File: config.mk
export PLATFORM = sky130hd
export DESIGN_NAME = avalon_rsa_dma
export DESIGN_NICKNAME = d
export VERILOG_FILES = /design/src/rtl/avalon_rsa_dma.sv
export SDC_FILE = /design/constraint.sdc
export NUM_CORES = 2
export LEC_CHECK = 0
export CORE_ASPECT_RATIO = 2
export CORE_MARGIN = 2
export CORE_UTILIZATION = 30
export CTS_CLUSTER_DIAMETER = 200
export DETAILED_ROUTE_END_ITERATION = 10
export PLACE_DENSITY_LB_ADDON = 0.05
export SLEW_MARGIN = 20
export SYNTH_ARGS = -nofsm -noshare
export SYNTH_HDL_FRONTEND = slang
export SYNTH_SLANG_ARGS = --single-unit
File: constraint.sdc
create_clock -name clk -period 11.4 [get_ports clk]
set_input_delay 1.14 -clock clk [delete_from_list [all_inputs] [get_ports clk]]
set_output_delay 1.14 -clock clk [all_outputs]
set_load 0.02 [all_outputs]
File: src/rtl/avalon_rsa_dma.sv
// CSR-programmed Avalon-MM DMA that feeds operand words byte-serially into a modexp core and writes results back.
// One outstanding master read; read/write requests hold while avm_m0_waitrequest is high; CSR reads return 1 cycle later.
module avalon_rsa_dma #(
  parameter int DATA_W = 256,
  parameter int ADDR_W = 32,
  parameter int CNT_W  = 16,
  localparam int NB    = DATA_W / 8,
  localparam int BA_W  = (NB > 1) ? $clog2(NB) : 1
) (
  input  logic              clk,
  input  logic              reset,
  input  logic              avm_m0_waitrequest,
  output logic [ADDR_W-1:0] avm_m0_address,
  output logic              avm_m0_read,
  output logic              avm_m0_write,
  input  logic              avm_m0_readdatavalid,
  input  logic [DATA_W-1:0] avm_m0_readdata,
  output logic [DATA_W-1:0] avm_m0_writedata,
  input  logic [2:0]        avs_s0_address,
  input  logic              avs_s0_read,
  input  logic              avs_s0_write,
  input  logic [31:0]       avs_s0_writedata,
  output logic [31:0]       avs_s0_readdata,
  output logic              avs_s0_waitrequest,
  output logic              irq,
  output logic              core_we,
  output logic              core_oe,
  output logic              core_start,
  output logic [1:0]        core_reg_sel,
  output logic [BA_W-1:0]   core_addr,
  output logic [7:0]        core_data_i,
  input  logic [7:0]        core_data_o,
  input  logic              core_ready
);
  localparam int CW = BA_W + 1;
  localparam logic [CW-1:0] NB_C   = CW'(NB);
  localparam logic [CW-1:0] LAST_C = CW'(NB - 1);
  localparam logic [1:0] SEL_MSG = 2'b01, SEL_MOD = 2'b10, SEL_EXP = 2'b11;

  typedef enum logic [2:0] {S_IDLE, S_RD, S_RWAIT, S_LOAD, S_START, S_CALC, S_UNLOAD, S_WR} state_t;

  state_t            state_q, state_d;
  logic              irq_en_q, irq_en_d, done_q, done_d, aborted_q, aborted_d;
  logic [ADDR_W-1:0] src_q, src_d, dst_q, dst_d, addr_q, addr_d, wr_addr_q, wr_addr_d;
  logic [CNT_W-1:0]  count_q, count_d, progress_q, progress_d;
  logic [1:0]        sel_q, sel_d;
  logic [DATA_W-1:0] word_q, word_d;
  logic [CW-1:0]     cnt_q, cnt_d, cnt_m1;
  logic              abort_pend_q, abort_pend_d, calc_hold_q, calc_hold_d;
  logic [31:0]       rdata_q, rdata_d;
  logic              busy, ctrl_wr, start_req, abort_req;

  assign busy      = (state_q != S_IDLE);
  assign ctrl_wr   = avs_s0_write && (avs_s0_address == 3'd0);
  assign start_req = ctrl_wr && avs_s0_writedata[0];
  assign abort_req = abort_pend_q || (ctrl_wr && avs_s0_writedata[1] && busy);
  assign cnt_m1    = cnt_q - 1'b1;

  always_comb begin
    state_d      = state_q;
    irq_en_d     = irq_en_q;
    done_d       = done_q;
    aborted_d    = aborted_q;
    src_d        = src_q;
    dst_d        = dst_q;
    count_d      = count_q;
    progress_d   = progress_q;
    addr_d       = addr_q;
    wr_addr_d    = wr_addr_q;
    sel_d        = sel_q;
    word_d       = word_q;
    cnt_d        = cnt_q;
    calc_hold_d  = calc_hold_q;
    abort_pend_d = abort_req;
    rdata_d      = '0;

    if (avs_s0_write) begin
      case (avs_s0_address)
        3'd0: irq_en_d = avs_s0_writedata[2];
        3'd1: begin
          if (avs_s0_writedata[1]) done_d = 1'b0;
          if (avs_s0_writedata[2]) aborted_d = 1'b0;
        end
        3'd2: if (!busy) src_d = ADDR_W'(avs_s0_writedata);
        3'd3: if (!busy) dst_d = ADDR_W'(avs_s0_writedata);
        3'd4: if (!busy) count_d = CNT_W'(avs_s0_writedata);
        default: ;
      endcase
    end

    if (avs_s0_read) begin
      case (avs_s0_address)
        3'd0:    rdata_d = {29'd0, irq_en_q, 2'b00};
        3'd1:    rdata_d = {29'd0, aborted_q, done_q, busy};
        3'd2:    rdata_d = 32'(src_q);
        3'd3:    rdata_d = 32'(dst_q);
        3'd4:    rdata_d = 32'(count_q);
        3'd5:    rdata_d = 32'(progress_q);
        default: rdata_d = '0;
      endcase
    end

    // FSM status updates come after the CSR writes so an internal set beats a same-cycle clear.
    case (state_q)
      S_IDLE: if (start_req) begin
        if (count_q != '0) begin
          done_d     = 1'b0;
          progress_d = '0;
          addr_d     = src_q;
          wr_addr_d  = dst_q;
          sel_d      = SEL_MOD;
          state_d    = S_RD;
        end else begin
          done_d = 1'b1;
        end
      end
      S_RD: if (!avm_m0_waitrequest) state_d = S_RWAIT;
      S_RWAIT: if (avm_m0_readdatavalid) begin
        if (abort_req) begin
          state_d   = S_IDLE;
          aborted_d = 1'b1;
        end else begin
          word_d  = avm_m0_readdata;
          cnt_d   = '0;
          state_d = S_LOAD;
        end
      end
      S_LOAD: if (abort_req) begin
        state_d   = S_IDLE;
        aborted_d = 1'b1;
      end else if (cnt_q == LAST_C) begin
        cnt_d = '0;
        case (sel_q)
          SEL_MOD: begin sel_d = SEL_EXP; addr_d = addr_q + ADDR_W'(NB); state_d = S_RD; end
          SEL_EXP: begin sel_d = SEL_MSG; addr_d = addr_q + ADDR_W'(NB); state_d = S_RD; end
          default: state_d = S_START;
        endcase
      end else begin
        cnt_d = cnt_q + 1'b1;
      end
      S_START: if (abort_req) begin
        state_d   = S_IDLE;
        aborted_d = 1'b1;
      end else begin
        calc_hold_d = 1'b1;
        state_d     = S_CALC;
      end
      S_CALC: begin
        calc_hold_d = 1'b0;
        if (abort_req) begin
          state_d   = S_IDLE;
          aborted_d = 1'b1;
        end else if (!calc_hold_q && core_ready) begin
          cnt_d   = '0;
          state_d = S_UNLOAD;
        end
      end
      S_UNLOAD: if (abort_req) begin
        state_d   = S_IDLE;
        aborted_d = 1'b1;
      end else begin
        // Core data lags the address by one cycle, so slot k captures byte k-1.
        if (cnt_q != '0) word_d[{cnt_m1[BA_W-1:0], 3'b000} +: 8] = core_data_o;
        if (cnt_q == NB_C) state_d = S_WR;
        else cnt_d = cnt_q + 1'b1;
      end
      S_WR: if (!avm_m0_waitrequest) begin
        progress_d = progress_q + 1'b1;
        wr_addr_d  = wr_addr_q + ADDR_W'(NB);
        if (abort_req) begin
          state_d   = S_IDLE;
          aborted_d = 1'b1;
        end else if (progress_d == count_q) begin
          done_d  = 1'b1;
          state_d = S_IDLE;
        end else begin
          addr_d  = addr_q + ADDR_W'(NB);
          sel_d   = SEL_MSG;
          state_d = S_RD;
        end
      end
      default: state_d = S_IDLE;
    endcase

    if (state_d == S_IDLE) abort_pend_d = 1'b0;
  end

  always_ff @(posedge clk) begin
    if (reset) begin
      state_q      <= S_IDLE;
      irq_en_q     <= 1'b0;
      done_q       <= 1'b0;
      aborted_q    <= 1'b0;
      src_q        <= '0;
      dst_q        <= '0;
      count_q      <= '0;
      progress_q   <= '0;
      addr_q       <= '0;
      wr_addr_q    <= '0;
      sel_q        <= '0;
      word_q       <= '0;
      cnt_q        <= '0;
      abort_pend_q <= 1'b0;
      calc_hold_q  <= 1'b0;
      rdata_q      <= '0;
    end else begin
      state_q      <= state_d;
      irq_en_q     <= irq_en_d;
      done_q       <= done_d;
      aborted_q    <= aborted_d;
      src_q        <= src_d;
      dst_q        <= dst_d;
      count_q      <= count_d;
      progress_q   <= progress_d;
      addr_q       <= addr_d;
      wr_addr_q    <= wr_addr_d;
      sel_q        <= sel_d;
      word_q       <= word_d;
      cnt_q        <= cnt_d;
      abort_pend_q <= abort_pend_d;
      calc_hold_q  <= calc_hold_d;
      rdata_q      <= rdata_d;
    end
  end

  assign avm_m0_read        = (state_q == S_RD);
  assign avm_m0_write       = (state_q == S_WR);
  assign avm_m0_address     = avm_m0_write ? wr_addr_q : (avm_m0_read ? addr_q : '0);
  assign avm_m0_writedata   = avm_m0_write ? word_q : '0;
  assign avs_s0_readdata    = rdata_q;
  assign avs_s0_waitrequest = 1'b0;
  assign irq                = done_q & irq_en_q;
  assign core_we            = (state_q == S_LOAD);
  assign core_oe            = (state_q == S_UNLOAD) && (cnt_q != NB_C);
  assign core_start         = (state_q == S_START);
  assign core_reg_sel       = (core_we || state_q == S_UNLOAD) ? sel_q : 2'b00;
  assign core_addr          = (core_we || core_oe) ? cnt_q[BA_W-1:0] : '0;
  assign core_data_i        = core_we ? word_q[{cnt_q[BA_W-1:0], 3'b000} +: 8] : 8'h00;
endmodule
==> impl_metrics.py <==
metrics = {
    "status": {
        "status": "complete, no violations",
    },
    "clock_tree": {
        "cts_setup_buffers": 0,
        "numCtsBuffers": 48,
        "cts_max_path_buffers": 3,
        "cts_tree": "yes",
        "numClockSinks": 464,
        "cts.clk_slew.worst_paths_ps": 70,
        "clock_latency_ps": 620,
        "root_buffer": "clkbuf_16",
        "cts_hold_buf": 0,
        "htreeDepth": 2,
        "cts_resized": 0,
    },
    "worst_setup_path": {
        "timing.rr.start": "cnt_q[0]",
        "path_common_cell": "mux4_2",
        "cp_max_fo": 44,
        "path_class": "flip-flop to output port",
        "crit_path_cell_trace": "buf_4 -> mux4_2 -> mux4_2 -> mux2i_1 -> nor2_1 -> clkdlybuf4s50_1",
        "r2r_end": "word_q[248]",
        "startpoint_type": "flip-flop",
        "slowest_stage": "dfxtp_4",
        "rr_worst_depth": 10,
        "rrSetupSlack_ps": 6090,
        "critPathMaxStageDelay_ps": 800,
        "arrival_ps": 4480,
        "endpoint_kind": "output port",
        "worstPathRequired_ps": 10260,
    },
    "synthesis": {
        "synth_area_leader_cell": "dfxtp_1",
        "synth_edf_count": 0,
        "yosys_warnings": 0,
        "synth_top_area_share_pct": 35.0,
        "netlist_area_sq_um": 26500,
        "synthCells": 3222,
        "synth.avg_cell_area_sq_um": 8.23,
        "synth.area.top_cells": "dfxtp_1 35%, a21oi_1 6.8%, mux4_2 6.8%",
        "synth_seq_area_share_pct": 35.0,
        "ys_ff_latch": 464,
        "synthFlopType": "dfxtp_1",
        "async_reset_ff_share_pct": 0,
        "syn_nets": 3537,
        "yosysUniqueCellTypes": 83,
    },
    "die": {
        "coreArea_sq_um": 87900,
        "row_count": 154,
        "start_util_pct": 30.2,
        "die_width_microns": 214,
        "dieArea_sq_um": 91000,
        "num_io_pins": 648,
        "die_h_microns": 425,
    },
    "drt": {
        "ant_nets": 0,
        "wl_per_cell_microns": 32.6,
        "wirelength_mm": 158,
        "routed_via_density": 5.97,
        "vias": 29028,
        "drt_iter0_drc": 2778,
        "drcViolationCount": 0,
        "first_pass_iters": 6,
    },
    "timing": {
        "skew_ps": 21.1,
        "tightest_slew_ps": 1210,
        "slew_violations": 0,
        "tns_ps": 0,
        "fin_crit_sh_pct": 49.3,
        "setup_slack_ps": 5780,
        "rsz0062_at_grt": "false",
        "fin_crit_ps": 5620,
        "hold_viol_final": 0,
        "setup_viol": 0,
        "maxSlewHeadroom_pct": 18.8,
        "max_freq_mhz": 178,
    },
    "finish": {
        "syn2layout_area_growth_pct": 33.5,
        "nets": 3962,
        "drive_gt1_share_pct": 8.49,
        "fin_cells": 4865,
        "final_area_sq_um": 35400,
    },
    "placed_design": {
        "hpwl_mm": 120,
        "post-place-cells": 4767,
        "post-place-ws_ps": 5770,
        "port_buffers": 646,
        "dpl_cell_area_sq_um": 33700,
        "gp_congestion": 0.983,
    },
    "power_and_ir_drop": {
        "vdd.ir_drop.worst_mv": 0.111,
        "p_leak_uw": 0.0114,
        "p_per_area_nw_per_um2": 107,
    },
    "min_path": {
        "hold_start": "addr_q[2]",
        "holdPathStages": 2,
        "hold_end": "addr_q[2]",
        "min_path_type": "flip-flop to flip-flop",
    },
    "grt": {
        "grt_pass1_vias": 28984,
        "grtUsageTotal_pct": 33.5,
        "grt_max_degree": 170,
        "antenna_found_initial": 24,
        "overflow": 0,
        "grt_pass1_wl_mm": 220,
    },
    "job": {
        "drv_cap": 0,
    },
}
[logic make-up (layout without fill, tap and decap cells)]
| kind of cell | after synthesis | count (layout) | share of synthesized area (%) |
|---|---|---|---|
| multiplexers | 131 | 131 | 8.75 |
| AO/OA/AOI/OAI | 1041 | 1041 | 26.9 |
| buffers and inverters | 365 | 828 | 5.55 |
| other | 1 | 11 | 0.0141 |
| XOR/XNOR | 37 | 37 | 1.28 |
| AND/OR/NAND/NOR | 1174 | 1174 | 22.1 |
| adder cells (fa/ha/maj) | 9 | 9 | 0.424 |
| flip-flops | 464 | 464 | 35.0 |
[critical path: cells and delay by family (launching register included)]
kind	cells	cell delay (ps)
multiplexers	3	1480
buffers and inverters	2	1430
flip-flops	1	800
AND/OR/NAND/NOR	1	70
[layout by cell type, fill, tap and decap left out, types with 12 or more instances in the layout]
master / count
o311ai_0: 14
a31oi_1: 41
o22ai_1: 28
xnor2_1: 26
nor2b_1: 16
inv_1: 44
o21ai_1: 25
a22oi_1: 95
a21oi_1: 361
and3_1: 18
a311oi_1: 12
o21ai_0: 67
nor2_1: 294
a22o_1: 29
a221oi_1: 94
o31ai_1: 16
a211oi_1: 128
nor3_1: 36
dfxtp_1: 461
nand3_1: 62
clkdlybuf4s50_1: 644
nand4_1: 13
o41ai_1: 25
o221a_2: 21
and2_1: 285
mux2i_1: 44
clkbuf_16: 50
mux4_2: 80
nand2_1: 327
buf_4: 46
nor4_1: 27
[state kept, by name, indices dropped and copies added (netlist names)]
signal and cells:
word_q 256, addr_q 32, avs_s0_readdata 32, dst_q 32, src_q 32, wr_addr_q 32
count_q 16, progress_q 16, cnt_q 6, state_q 3, sel_q 2, abort_pend_q 1
aborted_q 1, calc_hold_q 1, done_q 1, irq_en_q 1
[power breakdown]
part | switching (uW) | internal, uW | leakage (uW)
Clock | 755 | 1050 | 0.000850
Combinational | 174 | 147 | 0.00685
Sequential | 28.1 | 1640 | 0.00374
Total | 957 | 2840 | 0.0114
[routing by layer]
| metal | part of all wire, % | global-route usage [%] |
|---|---|---|
| met5 | 0.092 | 0 |
| met4 | 9.1 | 25.5 |
| met3 | 8.2 | 8.02 |
| met2 | 49 | 58.8 |
| met1 | 34 | 34.3 |
[Yosys cell counts, drive strengths merged (43+ instances only)]
library cell  number
inv               45
and2             286
nand3             66
nor2             298
a22oi             95
a211oi           128
buf               72
a21oi            362
nor3              52
clkbuf           247
a31oi             43
dfxtp            464
nand2            331
a221oi           102
o21ai             92
mux4              80
mux2i             44
[how the worst max path moves through the flow]
stage                                 start  slack, ps        endpoint
after floorplan                    cnt_q[1]       7440     word_q[200]
after global placement    avs_s0_address[0]       5830      word_q[70]
after detailed placement  avs_s0_address[0]       5770      word_q[65]
after CTS                          cnt_q[0]       5750  core_data_i[1]
after global routing               cnt_q[0]       5630  core_data_i[4]
final                              cnt_q[0]       5780  core_data_i[1]
[per-stage QoR]
step	hold slack [ps]	total power, uW	utilization, %
global placement	442	2020	38.3
detailed placement	449	2020	38.3
global route	487	3880	40.3
finish	461	3790	40.3
CTS	458	3810	40.3
floorplan	432	1810	-
[area by class of cell]
class / count / area, sq um
Sequential cell: 464 / 9300
Multi-Input combinational cell: 2393 / 15900
Clock buffer: 67 / 1420
Timing Repair Buffer: 694 / 6850
Antenna cell: 10 / 25.0
Fill cell: 8980 / 52400
Tap cell: 1170 / 1460
Clock inverter: 21 / 320
Inverter: 46 / 178
(Power assumes the default switching activity.)
==> RTL change: new RTL, config.mk and constraints unchanged <==
Change the parameter `CNT_W` from 16 to 32.
--- a/src/rtl/avalon_rsa_dma.sv
+++ b/src/rtl/avalon_rsa_dma.sv
@@ -3,7 +3,7 @@
 module avalon_rsa_dma #(
   parameter int DATA_W = 256,
   parameter int ADDR_W = 32,
-  parameter int CNT_W  = 16,
+  parameter int CNT_W  = 32,
   localparam int NB    = DATA_W / 8,
   localparam int BA_W  = (NB > 1) ? $clog2(NB) : 1
 ) (
Check against the original RTL: not settled (the Yosys comparison gave no result); the edit may change what the design does.
==> RTL change against the unedited design <==
- final area is 5.2% higher
- wire length is 4.7% higher
- maximum frequency is 3.9% lower
- clock skew is 13 ps higher
- worst setup slack worse by 230 ps
- power is 4.8% higher
- sequential cell count is 32 higher
- register-to-register slack better by 400 ps
- synthesized area is 5.8% higher
- worst hold slack better by 21 ps
==> RTL change: results (changes against the unedited design) <==
| Metric | Value |
|---|---|
| Status | `finished, final reports clean` |
| Combinational family with the most area after synthesis | `simple AND/OR/NAND/NOR gates` |
| Max VDD drop | `0.0001183 V (+6.9%)` |
| Sequential share of the synthesized area | `35.37% (+0.35 points)` |
| Met3 Usage GRT | `7.022% (-1.0 points)` |
| Power Combinational | `351 µW (+9.3%)` |
| Met3 wire len | `11190 µm (-14%)` |
| Compound-gate portion of the synthesized area | `24.33% (-2.6 points)` |
| Global-route wire length before repair | `230700 µm (+4.7%)` |
| Worst r2r src | `progress_q[0]$_SDFFE_PP0P_` |
| Post-DP HPWL | `129400 µm (+8.0%)` |
| Worst EP arrival | `4710 ps (+230 ps)` |
| Top cells by count, synth | `dfxtp_1 (496), nand2_1 (495), nor2_1 (465), a21oi_1 (313), clkbuf_1 (290)` |
| Syn Nets | `3901 (+10%)` |
| Cts bufs inserted | `52 (+8.3%)` |
| XOR/XNOR Fraction of Synth Area | `1.747% (+0.47 points)` |
| Clock skew | `34.37 ps (+13.27 ps)` |
| DRT met1 WL | `56280 µm (+4.9%)` |
| Reg-to-reg slack, setup | `6490 ps (+400 ps)` |
| WL/cell | `31.47 µm (-3.4%)` |
| Slew @ Worst Pin | `1097 ps (-115.4 ps)` |
| Dpl ws | `6075 ps (+302.7 ps)` |
| Syn. warnings | `0 (unchanged)` |
| Nets@finish | `4333 (+9.4%)` |
| Synth area leaders | `dfxtp_1 (35%), nand2_1 (6.6%), mux4_2 (6.5%)` |
| Area post-placement | `35470 µm² (+5.3%)` |
| Initial DRC Count | `2649 (-4.6%)` |
| P_leak | `0.01224 µW (+7.0%)` |
| Power Density | `106.7 nW/µm² (-0.37%)` |
| Met2 WL | `83350 µm (+7.8%)` |
| CP Capture Point | `avm_m0_writedata[238]` |
| Clk Latency, worst-skew pair | `660 ps (+40 ps)` |
| Layout cells sized above 1 | `7.351% (-1.1 points)` |
| Final hold slack | `481.3 ps (+20.70 ps)` |
| Initial antenna violation count | `27 (+13%)` |
| Hold Startpoint | `src_q[1]$_SDFFE_PP0P_` |
| Total GRT Usage | `33.60% (+0.14 points)` |
| Max FO, Critical Path | `118 (+170%)` |
| Final WS setup | `5551 ps (-227.0 ps)` |
| Switching part of the total | `26.32% (+1.1 points)` |
| Hold endpoint | `src_q[1]$_SDFFE_PP0P_` |
| Placed cells | `5163 (+8.3%)` |
| Vias per cell | `5.823 (-2.4%)` |
| Total wire length | `166000 µm (+4.7%)` |
| Met1 Resource Use GR | `34.03% (-0.30 points)` |
| Worst R2R End | `addr_q[20]$_SDFFE_PP0P_` |
| Adder-Cell Fraction of Synth Area | `0.4011% (-0.023 points)` |
## RTL change: changes by cell type in the layout (fill, tap and decap cells not counted), moves of 24 or more
| cell | change |
|---|---|
| nor2_1 | +168 |
| nand2_1 | +167 |
| a221oi_1 | -82 |
| o21ai_0 | +63 |
| a21oi_1 | -61 |
| a311oi_1 | +56 |
| a211oi_1 | -55 |
| a2bb2oi_1 | +49 |
| a22oi_1 | +46 |
| dfxtp_1 | +32 |
| nand4_1 | +25 |
| o41ai_1 | -24 |
## RTL change: cell type report
type | instances | area [µm²]
antenna | 20 | 50.05
clock buffer | 72 | 1468
clock inverter | 18 | 234.0
fill | 9633 | 55440
inverter | 24 | 97.59
multi-input combinational | 2728 | 16950
sequential | 496 | 9938
tap | 1200 | 1501
timing repair buffer | 716 | 7029
## RTL change: worst max-delay path, cell delays in order, from the launching register on
cell             delay (ps)
dfxtp_1                 730
and2_1                  210
buf_4                   420
nand2_2                 360
inv_8                   600
buf_4                   780
and2_1                  220
clkdlybuf4s50_1         720
